--- config.mk ---
export PLATFORM = sky130hd
export DESIGN_NAME = rsi_sched_flat
export DESIGN_NICKNAME = d
export VERILOG_FILES = /design/src/rtl/rsi_sched_if.sv /design/src/rtl/rsi_sched.sv /design/src/flat_wrapper.sv
export SDC_FILE = /design/constraint.sdc
export NUM_CORES = 2
export LEC_CHECK = 0
export CAP_MARGIN = 40
export CORE_MARGIN = 2
export CORE_UTILIZATION = 43
export CTS_CLUSTER_DIAMETER = 30
export DETAILED_ROUTE_END_ITERATION = 8
export GPL_ROUTABILITY_DRIVEN = 1
export GPL_TIMING_DRIVEN = 0
export SYNTH_ARGS = -nofsm -noshare
export SYNTH_HDL_FRONTEND = slang
export SYNTH_SLANG_ARGS = --single-unit
--- constraint.sdc ---
create_clock -name i_clk -period 3.4 [get_ports i_clk]
set_input_delay 0.34 -clock i_clk [delete_from_list [all_inputs] [get_ports i_clk]]
set_output_delay 0.34 -clock i_clk [all_outputs]
set_load 0.02 [all_outputs]
--- src/rtl/rsi_sched_if.sv ---
// rsi_sched_if: request, engine and result signals of the RSI scheduler
//   i_req_valid/i_req_price/o_req_ready  per-channel price handshake (ingress)
//   o_eng_* / i_eng_rsi*                 shared RSI engine drive and result
//   o_rsi/o_rsi_ch/o_rsi_valid/i_rsi_ready  tagged result to the consumer
//   o_timeout/o_busy                     status
interface rsi_sched_if #(parameter int M = 4, parameter int N = 14);
  localparam int CW = $clog2(M);
  logic [M-1:0] i_req_valid;
  logic [M-1:0][15:0] i_req_price;
  logic [M-1:0] o_req_ready;
  logic o_eng_en;
  logic o_eng_valid_price;
  logic [15:0] o_eng_curr_price;
  logic [N-1:0][15:0] o_eng_prices;
  logic [15:0] i_eng_rsi;
  logic i_eng_rsi_valid;
  logic [15:0] o_rsi;
  logic [CW-1:0] o_rsi_ch;
  logic o_rsi_valid;
  logic i_rsi_ready;
  logic o_timeout;
  logic o_busy;
  modport slave (
    input i_req_valid, i_req_price, i_eng_rsi, i_eng_rsi_valid, i_rsi_ready,
    output o_req_ready, o_eng_en, o_eng_valid_price, o_eng_curr_price, o_eng_prices,
    output o_rsi, o_rsi_ch, o_rsi_valid, o_timeout, o_busy
  );
  modport master (
    output i_req_valid, i_req_price, i_eng_rsi, i_eng_rsi_valid, i_rsi_ready,
    input o_req_ready, o_eng_en, o_eng_valid_price, o_eng_curr_price, o_eng_prices,
    input o_rsi, o_rsi_ch, o_rsi_valid, o_timeout, o_busy
  );
endinterface

--- src/rtl/rsi_sched.sv ---
// rsi_sched: round-robin time-multiplexing of one RSI engine across M price channels
//   i_clk, i_rst (async, active-low), bus: rsi_sched_if.slave carrying the price
//   request handshake, engine drive/result and tagged result output
module rsi_sched #(
  parameter int M = 4,
  parameter int N = 14,
  parameter int TIMEOUT = 64
) (
  input logic i_clk,
  input logic i_rst,
  rsi_sched_if.slave bus
);
  localparam int CW = $clog2(M);
  localparam int FW = $clog2(N + 1);
  localparam int TW = $clog2(TIMEOUT + 1);
  typedef enum logic [2:0] {IDLE, FIRE, WAIT, OUT, COMMIT} state_t;
  state_t state;
  logic [CW-1:0] rr_ptr, ch_reg, g, c;
  logic found, tmo;
  logic [15:0] p_reg;
  logic [M-1:0][N-1:0][15:0] win;
  logic [M-1:0][FW-1:0] fill;
  logic [TW-1:0] wcnt;
  // first requesting channel at or after rr_ptr, wrapping mod M
  always_comb begin
    g = '0;
    c = '0;
    found = 1'b0;
    for (int i = 0; i < M; i++) begin
      c = CW'((int'(rr_ptr) + i) % M);
      if (!found && bus.i_req_valid[c]) begin
        g = c;
        found = 1'b1;
      end
    end
  end
  // a result strobe on the last wait cycle takes priority over the timeout
  assign tmo = state == WAIT && !bus.i_eng_rsi_valid && wcnt == TW'(TIMEOUT - 1);
  assign bus.o_req_ready = (i_rst && state == IDLE && found) ? M'(1) << g : '0;
  assign bus.o_eng_en = state == FIRE;
  assign bus.o_eng_valid_price = state == FIRE;
  assign bus.o_eng_curr_price = p_reg;
  assign bus.o_eng_prices = win[ch_reg];
  assign bus.o_rsi_valid = state == OUT;
  assign bus.o_timeout = tmo;
  assign bus.o_busy = state != IDLE;
  always_ff @(posedge i_clk or negedge i_rst) begin
    if (!i_rst) begin
      state <= IDLE;
      rr_ptr <= '0;
      ch_reg <= '0;
      p_reg <= '0;
      win <= '0;
      fill <= '0;
      wcnt <= '0;
      bus.o_rsi <= '0;
      bus.o_rsi_ch <= '0;
    end else begin
      case (state)
        IDLE: if (found) begin
          p_reg <= bus.i_req_price[g];
          ch_reg <= g;
          state <= fill[g] == FW'(N) ? FIRE : COMMIT;
        end
        FIRE: begin
          wcnt <= '0;
          state <= WAIT;
        end
        WAIT: begin
          wcnt <= wcnt + 1'b1;
          if (bus.i_eng_rsi_valid) begin
            bus.o_rsi <= bus.i_eng_rsi;
            bus.o_rsi_ch <= ch_reg;
            state <= OUT;
          end else if (tmo) state <= COMMIT;
        end
        OUT: if (bus.i_rsi_ready) state <= COMMIT;
        COMMIT: begin
          // oldest entry falls out at index 0, newest price enters at N-1
          win[ch_reg] <= {p_reg, win[ch_reg][N-1:1]};
          fill[ch_reg] <= fill[ch_reg] == FW'(N) ? fill[ch_reg] : fill[ch_reg] + 1'b1;
          rr_ptr <= ch_reg == CW'(M - 1) ? '0 : ch_reg + 1'b1;
          state <= IDLE;
        end
        default: state <= IDLE;
      endcase
    end
  end
endmodule

--- src/flat_wrapper.sv ---
// flat-port wrapper written by rule: the top's interface ports become plain ports
module rsi_sched_flat 
#(
  parameter int M = 4,
  parameter int N = 14,
  parameter int TIMEOUT = 64
)
  (i_clk, i_rst, bus_i_req_valid, bus_i_req_price, bus_i_eng_rsi, bus_i_eng_rsi_valid, bus_i_rsi_ready, bus_o_req_ready, bus_o_eng_en, bus_o_eng_valid_price, bus_o_eng_curr_price, bus_o_eng_prices, bus_o_rsi, bus_o_rsi_ch, bus_o_rsi_valid, bus_o_timeout, bus_o_busy);
  rsi_sched_if #(.M(M), .N(N)) bus_i ();
  input logic i_clk;
  input logic i_rst;
  input wire logic [$bits(bus_i.i_req_valid)-1:0] bus_i_req_valid;
  input wire logic [$bits(bus_i.i_req_price)-1:0] bus_i_req_price;
  input wire logic [$bits(bus_i.i_eng_rsi)-1:0] bus_i_eng_rsi;
  input wire logic [$bits(bus_i.i_eng_rsi_valid)-1:0] bus_i_eng_rsi_valid;
  input wire logic [$bits(bus_i.i_rsi_ready)-1:0] bus_i_rsi_ready;
  output wire logic [$bits(bus_i.o_req_ready)-1:0] bus_o_req_ready;
  output wire logic [$bits(bus_i.o_eng_en)-1:0] bus_o_eng_en;
  output wire logic [$bits(bus_i.o_eng_valid_price)-1:0] bus_o_eng_valid_price;
  output wire logic [$bits(bus_i.o_eng_curr_price)-1:0] bus_o_eng_curr_price;
  output wire logic [$bits(bus_i.o_eng_prices)-1:0] bus_o_eng_prices;
  output wire logic [$bits(bus_i.o_rsi)-1:0] bus_o_rsi;
  output wire logic [$bits(bus_i.o_rsi_ch)-1:0] bus_o_rsi_ch;
  output wire logic [$bits(bus_i.o_rsi_valid)-1:0] bus_o_rsi_valid;
  output wire logic [$bits(bus_i.o_timeout)-1:0] bus_o_timeout;
  output wire logic [$bits(bus_i.o_busy)-1:0] bus_o_busy;
  assign bus_i.i_req_valid = bus_i_req_valid;
  assign bus_i.i_req_price = bus_i_req_price;
  assign bus_i.i_eng_rsi = bus_i_eng_rsi;
  assign bus_i.i_eng_rsi_valid = bus_i_eng_rsi_valid;
  assign bus_i.i_rsi_ready = bus_i_rsi_ready;
  assign bus_o_req_ready = bus_i.o_req_ready;
  assign bus_o_eng_en = bus_i.o_eng_en;
  assign bus_o_eng_valid_price = bus_i.o_eng_valid_price;
  assign bus_o_eng_curr_price = bus_i.o_eng_curr_price;
  assign bus_o_eng_prices = bus_i.o_eng_prices;
  assign bus_o_rsi = bus_i.o_rsi;
  assign bus_o_rsi_ch = bus_i.o_rsi_ch;
  assign bus_o_rsi_valid = bus_i.o_rsi_valid;
  assign bus_o_timeout = bus_i.o_timeout;
  assign bus_o_busy = bus_i.o_busy;
  rsi_sched #(.M(M), .N(N), .TIMEOUT(TIMEOUT)) u_core (.i_clk(i_clk), .i_rst(i_rst), .bus(bus_i));
endmodule
==> report_table.html <==
<table>
<tr><th>Metric</th><th>Value</th></tr>
<tr><th colspan="2">Floorplanning</th></tr>
<tr><td>Initial Util</td><td>0.435</td></tr>
<tr><td>Std-Cell Core Area</td><td>0.0969 mm2</td></tr>
<tr><td>IO Count</td><td>355</td></tr>
<tr><td>Overall die height</td><td>317 um</td></tr>
<tr><td>Full die area</td><td>0.100 mm2</td></tr>
<tr><td>Site Rows</td><td>114</td></tr>
<tr><td>Die X-Extent</td><td>317 um</td></tr>
<tr><th colspan="2">Route</th></tr>
<tr><td>Iteration count of the initial detailed-routing pass</td><td>5</td></tr>
<tr><td>Iteration-0 DRC Markers</td><td>2,712</td></tr>
<tr><td>Total Routed Length</td><td>132,000 um</td></tr>
<tr><td>Vias per cell</td><td>5.18</td></tr>
<tr><td>Routed wire length per instance</td><td>20.5 um</td></tr>
<tr><td>Vias after detailed routing</td><td>33,365</td></tr>
<tr><td>Drt drc</td><td>0</td></tr>
<tr><td>Post-detailed-route count of antenna-violating nets</td><td>0</td></tr>
<tr><th colspan="2">Final layout</th></tr>
<tr><td>Multi-input gate area</td><td>0.0169 mm2</td></tr>
<tr><td>Synth-to-layout area growth</td><td>32.2%</td></tr>
<tr><td>Final-stage net count</td><td>5,078</td></tr>
<tr><td>Number of filler cells placed in the layout</td><td>8,296</td></tr>
<tr><td>Final design utilization</td><td>0.575</td></tr>
<tr><td>Register cell area after layout</td><td>0.0240 mm2</td></tr>
<tr><td>Number of non-filler instances in the completed layout</td><td>6,442</td></tr>
<tr><td>Max FFs per register</td><td>896</td></tr>
<tr><td>Layout cells sized above 1</td><td>0.158</td></tr>
<tr><td>Register containing the most flip-flops in the final layout</td><td>u_core.win</td></tr>
<tr><th colspan="2">GRT</th></tr>
<tr><td>Maximum number of pins on one net before global-route repair</td><td>122</td></tr>
<tr><td>Overflow left after global routing</td><td>0</td></tr>
<tr><td>Vias in the first global route</td><td>34,164</td></tr>
<tr><td>Total track usage</td><td>0.268</td></tr>
<tr><td>First-pass GRT wire length</td><td>204,000 um</td></tr>
<tr><td>Antenna violations before repair</td><td>3</td></tr>
<tr><th colspan="2">Worst setup path</th></tr>
<tr><td>CP max-delay cell</td><td>sky130_fd_sc_hd__mux4_2</td></tr>
<tr><td>Largest stage delay on the critical path</td><td>0.62 ns</td></tr>
<tr><td>Required time at the endpoint of the critical path</td><td>3.06 ns</td></tr>
<tr><td>Setup crit end kind</td><td>output pin</td></tr>
<tr><td>Category of the worst setup path launch point</td><td>flop</td></tr>
<tr><td>Worst setup path category</td><td>flop to output pin</td></tr>
<tr><td>Data arrival, critical path</td><td>2.94 ns</td></tr>
<tr><td>Cell seen most often among critical-path stages</td><td>sky130_fd_sc_hd__buf_8</td></tr>
<tr><td>List of cells traversed by the critical path</td><td>buf_4 &gt; buf_12 &gt; buf_8 &gt; buf_8 &gt; mux4_2 &gt; dlygate4sd2_1</td></tr>
<tr><td>Maximum fanout encountered on the critical timing path</td><td>10</td></tr>
<tr><th colspan="2">Clock network</th></tr>
<tr><td>CTS tree</td><td>yes</td></tr>
<tr><td>Skew-Pair Late Insertion Delay</td><td>0.78 ns</td></tr>
<tr><td>Clock-pin slew on the worst setup and hold paths</td><td>0.05 ns</td></tr>
<tr><td>Max clock buf depth</td><td>3</td></tr>
<tr><td>Clock Tree Root</td><td>sky130_fd_sc_hd__clkbuf_16</td></tr>
<tr><td>Number of sinks driven by the clock tree</td><td>960</td></tr>
<tr><td>H-Tree Level Count</td><td>4</td></tr>
<tr><td>Number of buffers inserted during clock tree synthesis</td><td>207</td></tr>
<tr><th colspan="2">Synthesis</th></tr>
<tr><td>Top post-synthesis cells by count</td><td>2,746 x sky130_fd_sc_hd__nand2_1, 960 x sky130_fd_sc_hd__dfrtp_1, 228 x sky130_fd_sc_hd__mux4_2</td></tr>
<tr><td>Post-synthesis net count</td><td>4,472</td></tr>
<tr><td>Sequential share of the synthesized area</td><td>0.571</td></tr>
<tr><td>#FFs+latches synth</td><td>960</td></tr>
<tr><td>Most frequently used flop master after synthesis</td><td>sky130_fd_sc_hd__dfrtp_1</td></tr>
<tr><td>Per-instance average area after synthesis</td><td>9.62 um2</td></tr>
<tr><td>Synth Instances</td><td>4,377</td></tr>
<tr><td>Async set or reset register ratio after synthesis</td><td>1.00</td></tr>
<tr><td>Library cells used by synthesis</td><td>48</td></tr>
<tr><td>EDFF count, synth</td><td>0</td></tr>
<tr><td>Portion of synthesized cell area occupied by the leading cell type</td><td>0.571</td></tr>
<tr><td>Area of the mapped netlist</td><td>0.0421 mm2</td></tr>
<tr><td>Largest area contributor in the synthesized netlist</td><td>sky130_fd_sc_hd__dfrtp_1</td></tr>
<tr><td>Dominant cells by area after synthesis</td><td>sky130_fd_sc_hd__dfrtp_1 57%, sky130_fd_sc_hd__nand2_1 24%, sky130_fd_sc_hd__mux4_2 12%</td></tr>
<tr><td>Count of warnings emitted by yosys</td><td>0</td></tr>
<tr><td>Most common cell in the synthesized netlist</td><td>sky130_fd_sc_hd__nand2_1</td></tr>
<tr><th colspan="2">Timing</th></tr>
<tr><td>RSZ-0062 raised after global routing</td><td>false</td></tr>
<tr><td>Clk_skew</td><td>0.0404 ns</td></tr>
<tr><td>Share of the clock period used by the worst path</td><td>0.966</td></tr>
<tr><td>Clock period minus worst slack</td><td>3.28 ns</td></tr>
<tr><td>Slew of the pin with the lowest slew margin</td><td>0.753 ns</td></tr>
<tr><td>Max Freq</td><td>305 MHz</td></tr>
<tr><td>Slew Limit Headroom</td><td>0.498</td></tr>
<tr><td>Final Hold Violating Endpoints</td><td>0</td></tr>
<tr><td>Final setup fails</td><td>0</td></tr>
<tr><td>Count of final max-slew check failures</td><td>0</td></tr>
<tr><th colspan="2">Worst hold path</th></tr>
<tr><td>Class of the worst hold path</td><td>input pin to flop</td></tr>
<tr><th colspan="2">Place</th></tr>
<tr><td>Global placement routability congestion</td><td>0.820</td></tr>
<tr><td>Number of I/O port buffers</td><td>354</td></tr>
<tr><td>Number of placed instances with taps included</td><td>6,023</td></tr>
<tr><td>Post-DP HPWL</td><td>88,600 um</td></tr>
<tr><th colspan="2">Run status</th></tr>
<tr><td>Outcome</td><td>finished clean</td></tr>
<tr><th colspan="2">Power and ir drop</th></tr>
<tr><td>Worst IR Drop VDD</td><td>599 uV</td></tr>
<tr><td>Relative contribution of the clock network to total power</td><td>0.367</td></tr>
<tr><td>Leak Pwr</td><td>30.5 nW</td></tr>
<tr><td>Net switching power</td><td>21.6 mW</td></tr>
<tr><td>Internal power of the cells</td><td>36.2 mW</td></tr>
<tr><td>Switch share</td><td>0.374</td></tr>
<tr><td>Comb power frac</td><td>0.344</td></tr>
<tr><td>Seq pwr share</td><td>0.290</td></tr>
<tr><td>Cell Pwr Density</td><td>1040 mW/mm2</td></tr>
<tr><th colspan="2">Flow run</th></tr>
<tr><td>Max Cap Viol</td><td>0</td></tr>
</table>
## path summary, 6_finish.rpt
path | from | slack [ns] | cells past startpoint | endpoint
worst max-delay path | u_core.ch_reg[0]$_DFFE_PN0P_ | 0.12 | 6 | bus_o_eng_prices[15]
worst min-delay path | bus_i_eng_rsi[8] | 0.17 | 2 | u_core.bus.o_rsi[8]$_DFFE_PN0P_
worst max register to register | u_core.ch_reg[1]$_DFFE_PN0P_ | 0.20 | 11 | u_core.win[400]$_DFFE_PN0P_
worst min register to register | u_core.win[505]$_DFFE_PN0P_ | 0.46 | 2 | u_core.win[505]$_DFFE_PN0P_
max in group asynchronous | i_rst | 1.51 | 5 | u_core.win[823]$_DFFE_PN0P_
min in group asynchronous | i_rst | 0.26 | 3 | u_core.win[454]$_DFFE_PN0P_
## power groups by stage
stage          Sequential [mW]  Combinational [mW]  Clock, mW
2_1_floorplan             16.4                11.7          0
3_3_place_gp              16.9                19.5          0
3_5_place_dp              16.8                19.9          0
4_1_cts                   16.7                20.0       21.4
5_1_grt                   17.1                21.4       22.1
6_report                  16.7                19.8       21.2
## critical path: cells and delay by family (launching register included)
kind	cells	cell delay, ns
muxes	1	0.62
DFF	1	0.38
buffers and inverters	5	1.14
## through the flow
stage                     power (mW)  area [um2]  setup WS (ns)  setup TNS [ns]  hold WS (ns)
after CTS                       58.1       55400         -0.155           -7.73         0.120
after floorplan                 28.0       42100          0.958               0        0.0444
after global routing            60.6       55600        0.00169               0         0.141
final                           57.7       55600          0.116               0         0.166
after detailed placement        36.7       47600         -0.808         -264.00         0.457
after global placement          36.4       47200         -43.30               -         0.452
## layout by cell type, fill, tap and decap left out, types with 30 or more instances in the layout
cell type | synthesis | routed
sky130_fd_sc_hd__clkdlybuf4s50_1 | 0 | 145
sky130_fd_sc_hd__buf_4 | 9 | 37
sky130_fd_sc_hd__clkbuf_1 | 133 | 113
sky130_fd_sc_hd__clkinv_2 | 0 | 34
sky130_fd_sc_hd__bufinv_16 | 0 | 30
sky130_fd_sc_hd__buf_2 | 102 | 78
sky130_fd_sc_hd__dlymetal6s2s_1 | 0 | 72
sky130_fd_sc_hd__mux2i_1 | 34 | 34
sky130_fd_sc_hd__clkbuf_8 | 0 | 37
sky130_fd_sc_hd__dlygate4sd2_1 | 0 | 136
sky130_fd_sc_hd__dfrtp_1 | 960 | 960
sky130_fd_sc_hd__buf_6 | 3 | 32
sky130_fd_sc_hd__nand2_1 | 2746 | 2746
sky130_fd_sc_hd__mux4_2 | 228 | 228
sky130_fd_sc_hd__clkbuf_16 | 0 | 207
## cell families after synthesis
kind of cell | count (synthesis) | synth area share
adder cells (fa/ha/maj) | 7 | 0.00208
XOR/XNOR | 1 | 0.000208
buffers and inverters | 273 | 0.0287
multiplexers | 282 | 0.135
AO/OA/AOI/OAI | 57 | 0.0107
AND/OR/NAND/NOR | 2797 | 0.252
flip-flops | 960 | 0.571
## final cells by class
class | count | area share
Inverter | 7 | 0.000472
Clock buffer | 265 | 0.103
Antenna cell | 1 | 0.0000450
Clock inverter | 126 | 0.0322
Multi-Input combinational cell | 3144 | 0.303
Buffer | 265 | 0.0263
Timing Repair Buffer | 398 | 0.0738
Sequential cell | 960 | 0.432
Tap cell | 1276 | 0.0287
## metal layers
layer / vias up / global-route usage / part of all wire
met4: 2 / 0.0978 / 0.029
met1: 16751 / 0.362 / 0.42
met5: - / 0 / 0.000098
li1: 15279 / - / -
met3: 233 / 0.0571 / 0.067
met2: 1100 / 0.430 / 0.48
## timing repair
action / in CTS / in global routing
endpoints found under the setup margin: 824 / 195
hold endpoints to repair: 96 / 0
setup buffers: 26 / 0
pin swaps: 0 / 0
cloned: 0 / 0
resized for setup: 229 / 113
hold buffers: 2 / 0
Power figures use the tool's default switching activity.
